File: src/rtl/insn_fetch_ctrl.sv
// Instruction-fetch sequencer: owns the program counter, drives the
// combinational instruction memory and buffers fetched words with their PCs
// in a small prefetch FIFO that feeds decode over a valid/ready handshake.
// Also handles start/stop, redirect with flush, and fetch faults.
module insn_fetch_ctrl #(
  parameter logic [31:0] RESET_PC   = 32'h0000_0000,
  parameter int          FIFO_DEPTH = 4,
  parameter logic [31:0] ADDR_LIMIT = 32'h0000_1000
) (
  input  logic        clk,
  input  logic        rst,
  input  logic        en,
  output logic [31:0] imem_addr,
  input  logic [31:0] imem_insn,
  input  logic        redirect_valid,
  input  logic [31:0] redirect_pc,
  output logic        out_valid,
  input  logic        out_ready,
  output logic [31:0] out_insn,
  output logic [31:0] out_pc,
  output logic        out_fault,
  output logic        halted,
  output logic [31:0] fetch_count
);

  localparam int PTR_W = (FIFO_DEPTH > 1) ? $clog2(FIFO_DEPTH) : 1;
  localparam int CNT_W = PTR_W + 1;
  localparam logic [CNT_W-1:0] FULL_CNT = CNT_W'(FIFO_DEPTH);
  localparam logic [CNT_W-1:0] CNT_ONE  = CNT_W'(1);
  localparam logic [PTR_W-1:0] PTR_ONE  = PTR_W'(1);

  typedef enum logic [1:0] {
    IDLE = 2'd0,
    RUN  = 2'd1,
    HALT = 2'd2
  } state_t;

  state_t state;
  state_t state_next;

  logic [31:0] pc;
  logic [31:0] pc_next;

  logic [31:0] pc_mem    [FIFO_DEPTH];
  logic [31:0] insn_mem  [FIFO_DEPTH];
  logic        fault_mem [FIFO_DEPTH];

  logic [PTR_W-1:0] rd_ptr;
  logic [PTR_W-1:0] wr_ptr;
  logic [CNT_W-1:0] count;

  logic [31:0] fetch_count_q;

  logic        fifo_empty;
  logic        fifo_full;
  logic        pop;
  logic        fetch_fire;
  logic        pc_fault;
  logic [31:0] push_insn;

  // Handshake and fetch qualification; a redirect suppresses both pop and push
  // because the whole FIFO is being thrown away that cycle.
  always_comb begin
    fifo_empty = (count == '0);
    fifo_full  = (count == FULL_CNT);
    pop        = !fifo_empty && out_ready && !redirect_valid;
    fetch_fire = (state == RUN) && !redirect_valid && (!fifo_full || pop);
    pc_fault   = (pc[1:0] != 2'b00) || (pc >= ADDR_LIMIT);
    push_insn  = pc_fault ? 32'h0 : imem_insn;
  end

  // Next-state and next-pc selection; redirect wins over everything but reset.
  always_comb begin
    state_next = state;
    pc_next    = pc;
    if (redirect_valid) begin
      pc_next = redirect_pc;
      if (state == HALT) begin
        state_next = RUN;
      end
    end else begin
      unique case (state)
        IDLE: begin
          if (en) begin
            state_next = RUN;
          end
        end
        RUN: begin
          if (fetch_fire && pc_fault) begin
            state_next = HALT;
          end else if (!en) begin
            state_next = IDLE;
          end
          if (fetch_fire && !pc_fault) begin
            pc_next = pc + 32'd4;
          end
        end
        HALT: begin
          state_next = HALT;
        end
        default: begin
          state_next = IDLE;
        end
      endcase
    end
  end

  // State and program counter registers.
  always_ff @(posedge clk) begin
    if (rst) begin
      state <= IDLE;
      pc    <= RESET_PC;
    end else begin
      state <= state_next;
      pc    <= pc_next;
    end
  end

  // FIFO pointers and occupancy; a redirect empties the queue in one cycle.
  always_ff @(posedge clk) begin
    if (rst || redirect_valid) begin
      rd_ptr <= '0;
      wr_ptr <= '0;
      count  <= '0;
    end else begin
      if (fetch_fire) begin
        wr_ptr <= wr_ptr + PTR_ONE;
      end
      if (pop) begin
        rd_ptr <= rd_ptr + PTR_ONE;
      end
      if (fetch_fire && !pop) begin
        count <= count + CNT_ONE;
      end else if (!fetch_fire && pop) begin
        count <= count - CNT_ONE;
      end
    end
  end

  // FIFO entry storage; contents are only meaningful while counted as valid.
  always_ff @(posedge clk) begin
    if (fetch_fire) begin
      pc_mem[wr_ptr]    <= pc;
      insn_mem[wr_ptr]  <= push_insn;
      fault_mem[wr_ptr] <= pc_fault;
    end
  end

  // Running count of pushed entries, free-running modulo 2^32.
  always_ff @(posedge clk) begin
    if (rst) begin
      fetch_count_q <= 32'h0;
    end else if (fetch_fire) begin
      fetch_count_q <= fetch_count_q + 32'd1;
    end
  end

  assign imem_addr   = pc;
  assign out_valid   = !fifo_empty;
  assign out_pc      = out_valid ? pc_mem[rd_ptr]    : 32'h0;
  assign out_insn    = out_valid ? insn_mem[rd_ptr]  : 32'h0;
  assign out_fault   = out_valid ? fault_mem[rd_ptr] : 1'b0;
  assign halted      = (state == HALT);
  assign fetch_count = fetch_count_q;

endmodule

File: config.mk
export PLATFORM = sky130hd
export DESIGN_NAME = insn_fetch_ctrl
export DESIGN_NICKNAME = d
export VERILOG_FILES = /design/src/rtl/insn_fetch_ctrl.sv
export SDC_FILE = /design/constraint.sdc
export NUM_CORES = 1
export LEC_CHECK = 0
export ABC_AREA = 0
export BUFFER_PORTS_ARGS = -buffer_cell sky130_fd_sc_hd__buf_2
export CORE_MARGIN = 5
export CORE_UTILIZATION = 47
export DETAILED_ROUTE_END_ITERATION = 10
export PLACE_DENSITY = 0.7
export SYNTH_ARGS = -nofsm -noshare
export SYNTH_HDL_FRONTEND = slang
export SYNTH_SLANG_ARGS = --single-unit
File: constraint.sdc
create_clock -name clk -period 3.1 [get_ports clk]
set_clock_uncertainty 0.2 [all_clocks]
set_input_delay 0.31 -clock clk [delete_from_list [all_inputs] [get_ports clk]]
set_output_delay 0.31 -clock clk [all_outputs]
set_load 0.01 [all_outputs]
==> results of run 1 <==
sequential cells by signal, indices dropped and copies added, names as in the netlist, named ones only:
signal	count
pc_mem	128
rd_ptr	2
fault_mem	4
fetch_count	32
wr_ptr	2
imem_addr	32
insn_mem	128
state	2
count	3
worst max-delay path by stage:
stage / start / endpoint / slack [ps] / cells past startpoint
floorplan: redirect_valid / count[2] / 410 / 10
global placement: redirect_valid / count[2] / 530 / 10
detailed placement: redirect_valid / count[2] / 500 / 10
CTS: flop / out_pc[31] / 280 / 4
global route: flop / out_pc[0] / 210 / 4
finish: flop / out_pc[0] / 350 / 4
where the power goes:
group / total, W / switching (W) / internal (W)
Sequential: 0.00495 / 0.0000649 / 0.00488
Clock: 0.00400 / 0.00169 / 0.00231
Combinational: 0.000505 / 0.000254 / 0.000251
layer usage:
layer  up-vias  global-route usage
met1      4012               0.252
met3        38              0.0413
li1       3736                   -
met5         -                   0
met2       235               0.302
met4         0              0.0403
cells in the final DEF (no fill, tap or decap), types with 6 or more instances in the layout:
| cell | Yosys | routed |
|---|---|---|
| dfxtp_1 | 75 | 73 |
| xnor2_1 | 32 | 32 |
| edfxtp_1 | 260 | 260 |
| nand2_1 | 15 | 15 |
| mux4_2 | 65 | 65 |
| nand3_1 | 13 | 13 |
| clkbuf_1 | 36 | 9 |
| buf_4 | 0 | 17 |
| a21oi_1 | 6 | 6 |
| nor4_1 | 27 | 27 |
| and2_1 | 99 | 99 |
| inv_1 | 15 | 15 |
| nor2_1 | 75 | 74 |
| ha_1 | 8 | 8 |
| mux2i_1 | 24 | 24 |
| xor2_1 | 8 | 8 |
| nand4_1 | 11 | 11 |
| clkbuf_16 | 0 | 38 |
| a211oi_1 | 9 | 9 |
| clkinv_2 | 0 | 6 |
| dlygate4sd3_1 | 0 | 68 |
| buf_2 | 0 | 199 |
critical path: stages, from the launching register on:
cell     delay [ps]
dfxtp_4         350
buf_12          450
mux4_2          560
and2_1          200
buf_2           150
cell families (layout without fill, tap and decap cells):
logic type / Yosys count / after routing / share of synthesized area
XOR/XNOR: 40 / 40 / 0.0261
AO/OA/AOI/OAI: 30 / 30 / 0.0167
adder cells (fa/ha/maj): 9 / 9 / 0.00894
multiplexers: 89 / 89 / 0.127
other: 0 / 1 / 0
buffers and inverters: 59 / 367 / 0.0166
AND/OR/NAND/NOR: 274 / 274 / 0.112
flip-flops: 335 / 335 / 0.693
final cells by class:
class,instances,area (um2)
Antenna cell,1,2.50
Multi-Input combinational cell,442,3930
Timing Repair Buffer,286,1840
Inverter,15,56.3
Sequential cell,335,9320
Tap cell,378,473
Clock buffer,49,1010
Fill cell,2193,11300
Clock inverter,17,98.8
through the flow:
step	worst slack, ps	utilization
6_report	350	0.597
5_1_grt	207	0.597
4_1_cts	279	0.597
3_5_place_dp	503	0.533
3_3_place_gp	532	0.533
2_1_floorplan	411	-
==> results.toml, run 1 <==
[cells_and_area]
fin_cells = 1523
nNetsFinal = 1194
layout-drive-gt1-share = 0.306
fin_area_um2 = 16700
area_growth_pct = 24.5

[placed_design]
io_buffers = 199
dp_cells = 1388
place_area_um2 = 14900
dp_hpwl_um = 17000
gp_congestion = 0.792

[grt]
grt_pass1_vias = 8347
gr-total-overflow = 0
grt_max_degree = 68
grt_usage = 0.183
antenna_found_initial = 0
grt_pass1_wl_um = 45900

[detailed_routing]
wl_um = 29300
met2_length_um = 14100
highest_layer = "met4"
ant_nets = 0
drc = 0
dr.pass1.iters = 5
drt_first_iter_violations = 441
wl_met1_um = 12700
routed-wl-met3_um = 1990
vias_per_cell = 5.27
wl_per_cell_um = 19.2
vias = 8021

[critical_path]
reg2reg_from = "count[0]"
reg2reg_slack_ps = 490
cp-start-kind = "flop"
reg2regPathDepth = 9
critical_path_required_ps = 2590
crit_arrival_ps = 2240
endpoint_kind = "output port"
critical_path_class = "flop to output port"
regToRegEndpoint = "count[2]"
path_max_fanout = 65

[sta]
tightestPinTransition_ps = 1090
hold_viol = 0
max_freq_mhz = 364
finalCriticalPeriod_ps = 2750
rsz0062_at_grt = "false"
maxSlewViolCount = 0
setup_viol = 0
tns_ps = 0
slew_headroom = 0.271
period_share = 0.887
hold_ws_ps = 5.80

[synth]
synth.distinct_cells = 46
async_reset_ff_frac = 0
netlist_area_um2 = 13400
synth_edf_count = 260
synth.top_cell.area_share = 0.581
avgSynthCellArea_um2 = 16.1
synth-seq-area-share = 0.693
syn_nets = 914
synth.top_cells.by_area = "edfxtp_1 (58%), dfxtp_1 (11%), mux4_2 (11%), and2_1 (4.6%), nor2_1 (2.1%)"
synthFlopType = "edfxtp_1"
synth_common_cells = "edfxtp_1 (260), and2_1 (99), dfxtp_1 (75), nor2_1 (75), mux4_2 (65)"
syn_inst = 836
synth_warnings = 0
yosysMostFrequentCell = "edfxtp_1"
synth_top_area_cell = "edfxtp_1"
synth-seq-cells = 335

[power]
total_power_w = 0.00945
power.density_nw_per_um2 = 565
vdd_ir_drop_max_mv = 0.357
p_leak_nw = 5.95

[cts]
clk_latency_ps = 500
htree_levels = 2
clockRootBuffer = "clkbuf_16"
path_clk_slew_ps = 60
cts.sinks = 335
cts_setup_buffers = 0
cts_tree = "yes"
cts_hold_buf = 68
ctsResizeCount = 0
clockBufferDepth = 3
numCtsBuffers = 36

[floorplan]
fp.dieW_um = 179
coreArea_um2 = 28000
num_rows = 61
ioPinCount = 200
initial_core_util = 0.480
dieArea_um2 = 32100
die_h_um = 179

[min_path]
whs_endpoint = "fetch_count[8]"
hp-class = "input pin to flop"
min_from = "rst"
hold_path_depth = 2

[run_status]
status = "complete, no violations"

[flow_run]
cap_violations = 0
No activity file was read; power rests on OpenSTA's default activity.
==> inputs of run 2 (changes only) <==
Settings changed: CORE_ASPECT_RATIO set to 0.5, SLEW_MARGIN set to 40.
==> results.toml, run 2 (same netlist as run 1, synthesis figures left out) <==
[run_status]
status = "complete, no violations"

[detailed_routing]
dr.pass1.iters = 5
vias_per_cell = 5.35
ant_nets = 0
vias = 8149
wl_um = 30200
routed-wl-met3_um = 1380
met2_length_um = 15300
drc = 0
wl_per_cell_um = 19.9
highest_layer = "met5"
drt_first_iter_violations = 492
wl_met1_um = 12800

[floorplan]
die_h_um = 130
initial_core_util = 0.481
fp.dieW_um = 249
coreArea_um2 = 27900
dieArea_um2 = 32300
num_rows = 43
ioPinCount = 200

[sta]
setup_viol = 0
rsz0062_at_grt = "false"
tightestPinTransition_ps = 739
finalCriticalPeriod_ps = 2810
tns_ps = 0
hold_viol = 0
slew_headroom = 0.507
max_freq_mhz = 355
setup_ws_ps = 286
maxSlewViolCount = 0
hold_ws_ps = 82.4
period_share = 0.908

[critical_path]
crit_arrival_ps = 2300
critical_path_required_ps = 2590
cp-start-kind = "flop"
path_max_fanout = 24
critical_path_class = "flop to output port"
endpoint_kind = "output port"
reg2reg_from = "count[0]"

[cts]
cts_setup_buffers = 0
clk_latency_ps = 570
clockRootBuffer = "clkbuf_16"
numCtsBuffers = 30
cts.sinks = 335
cts_tree = "yes"
path_clk_slew_ps = 60
clockBufferDepth = 3
htree_levels = 1

[cells_and_area]
layout-drive-gt1-share = 0.307
fin_area_um2 = 16700
nNetsFinal = 1194
final_common_cell = "edfxtp_1"
area_growth_pct = 24.2
fin_cells = 1522
n_antenna_cell = 0
top_regs = "insn_mem (128), pc_mem (128)"
final_cell_mix = "edfxtp_1 (260), buf_2 (199), and2_1 (99), nor2_1 (74), dfxtp_1 (73)"

[grt]
antenna_found_initial = 1
grt_usage = 0.186
grt_pass1_wl_um = 47800
gr-total-overflow = 0
grt_max_degree = 68
grt_pass1_vias = 8502

[power]
vdd_ir_drop_max_mv = 0.356
pwr-share-seq = 0.549
p_int_w = 0.00706
p_comb_frac = 0.057
p_leak_nw = 5.92
power.density_nw_per_um2 = 539
clkPwrFrac = 0.393
p_switching_w = 0.00194
swShare = 0.215

[placed_design]
gp_congestion = 0.818
dp_hpwl_um = 18800
dp_cells = 1401
io_buffers = 199
place_area_um2 = 15100
post-place-ws_ps = 479

[min_path]
min_from = "redirect_valid"
hp-class = "input pin to flop"

[flow_run]
cap_violations = 0
## run 2: cell type report
type                            count  area (um2)
Sequential cell                   335        9320
Clock inverter                     16         133
Multi-Input combinational cell    442        3930
Timing Repair Buffer              292        1960
Inverter                           15        56.3
Tap cell                          382         478
Clock buffer                       40         808
Fill cell                        2109       11200
## run 2: timing repair
item | CTS | global route
hold buffers | 65 | 0
endpoints found under the hold margin | 161 | 0
gates resized for setup | 0 | 0
## run 2: through the flow
| step | util | power, W |
|---|---|---|
| 6_report | 0.598 | 0.00900 |
| 5_1_grt | 0.598 | 0.00932 |
| 4_1_cts | 0.598 | 0.00908 |
| 3_3_place_gp | 0.539 | 0.00548 |
| 2_1_floorplan | - | 0.00527 |
| 3_5_place_dp | 0.541 | 0.00550 |
## run 2: power groups by stage
stage          Combinational [W]  Sequential (W)  Clock [W]
6_report                0.000515         0.00495    0.00354
5_1_grt                 0.000561         0.00495    0.00381
4_1_cts                 0.000518         0.00495    0.00362
3_5_place_dp            0.000451         0.00504          0
3_3_place_gp            0.000439         0.00504          0
2_1_floorplan           0.000234         0.00503          0
## run 2: worst max-delay path, cell delays in order (launching register included)
cell,delay (ps)
dfxtp_4,580
buf_12,280
mux4_2,550
and2_1,170
buf_2,140
## run 2: worst paths after layout
path | endpoint | slack [ps] | cells after the start
max | out_insn[5] | 290 | 4
min reg2reg | fetch_count[29] | 320 | 2
min | fetch_count[1] | 80 | 6
max reg2reg | count[2] | 470 | 9
## run 2: metal layers
layer,track usage,vias to the layer above
met5,0,-
met4,0.0455,2
met3,0.0361,53
met1,0.247,4170
li1,-,3745
met2,0.325,179
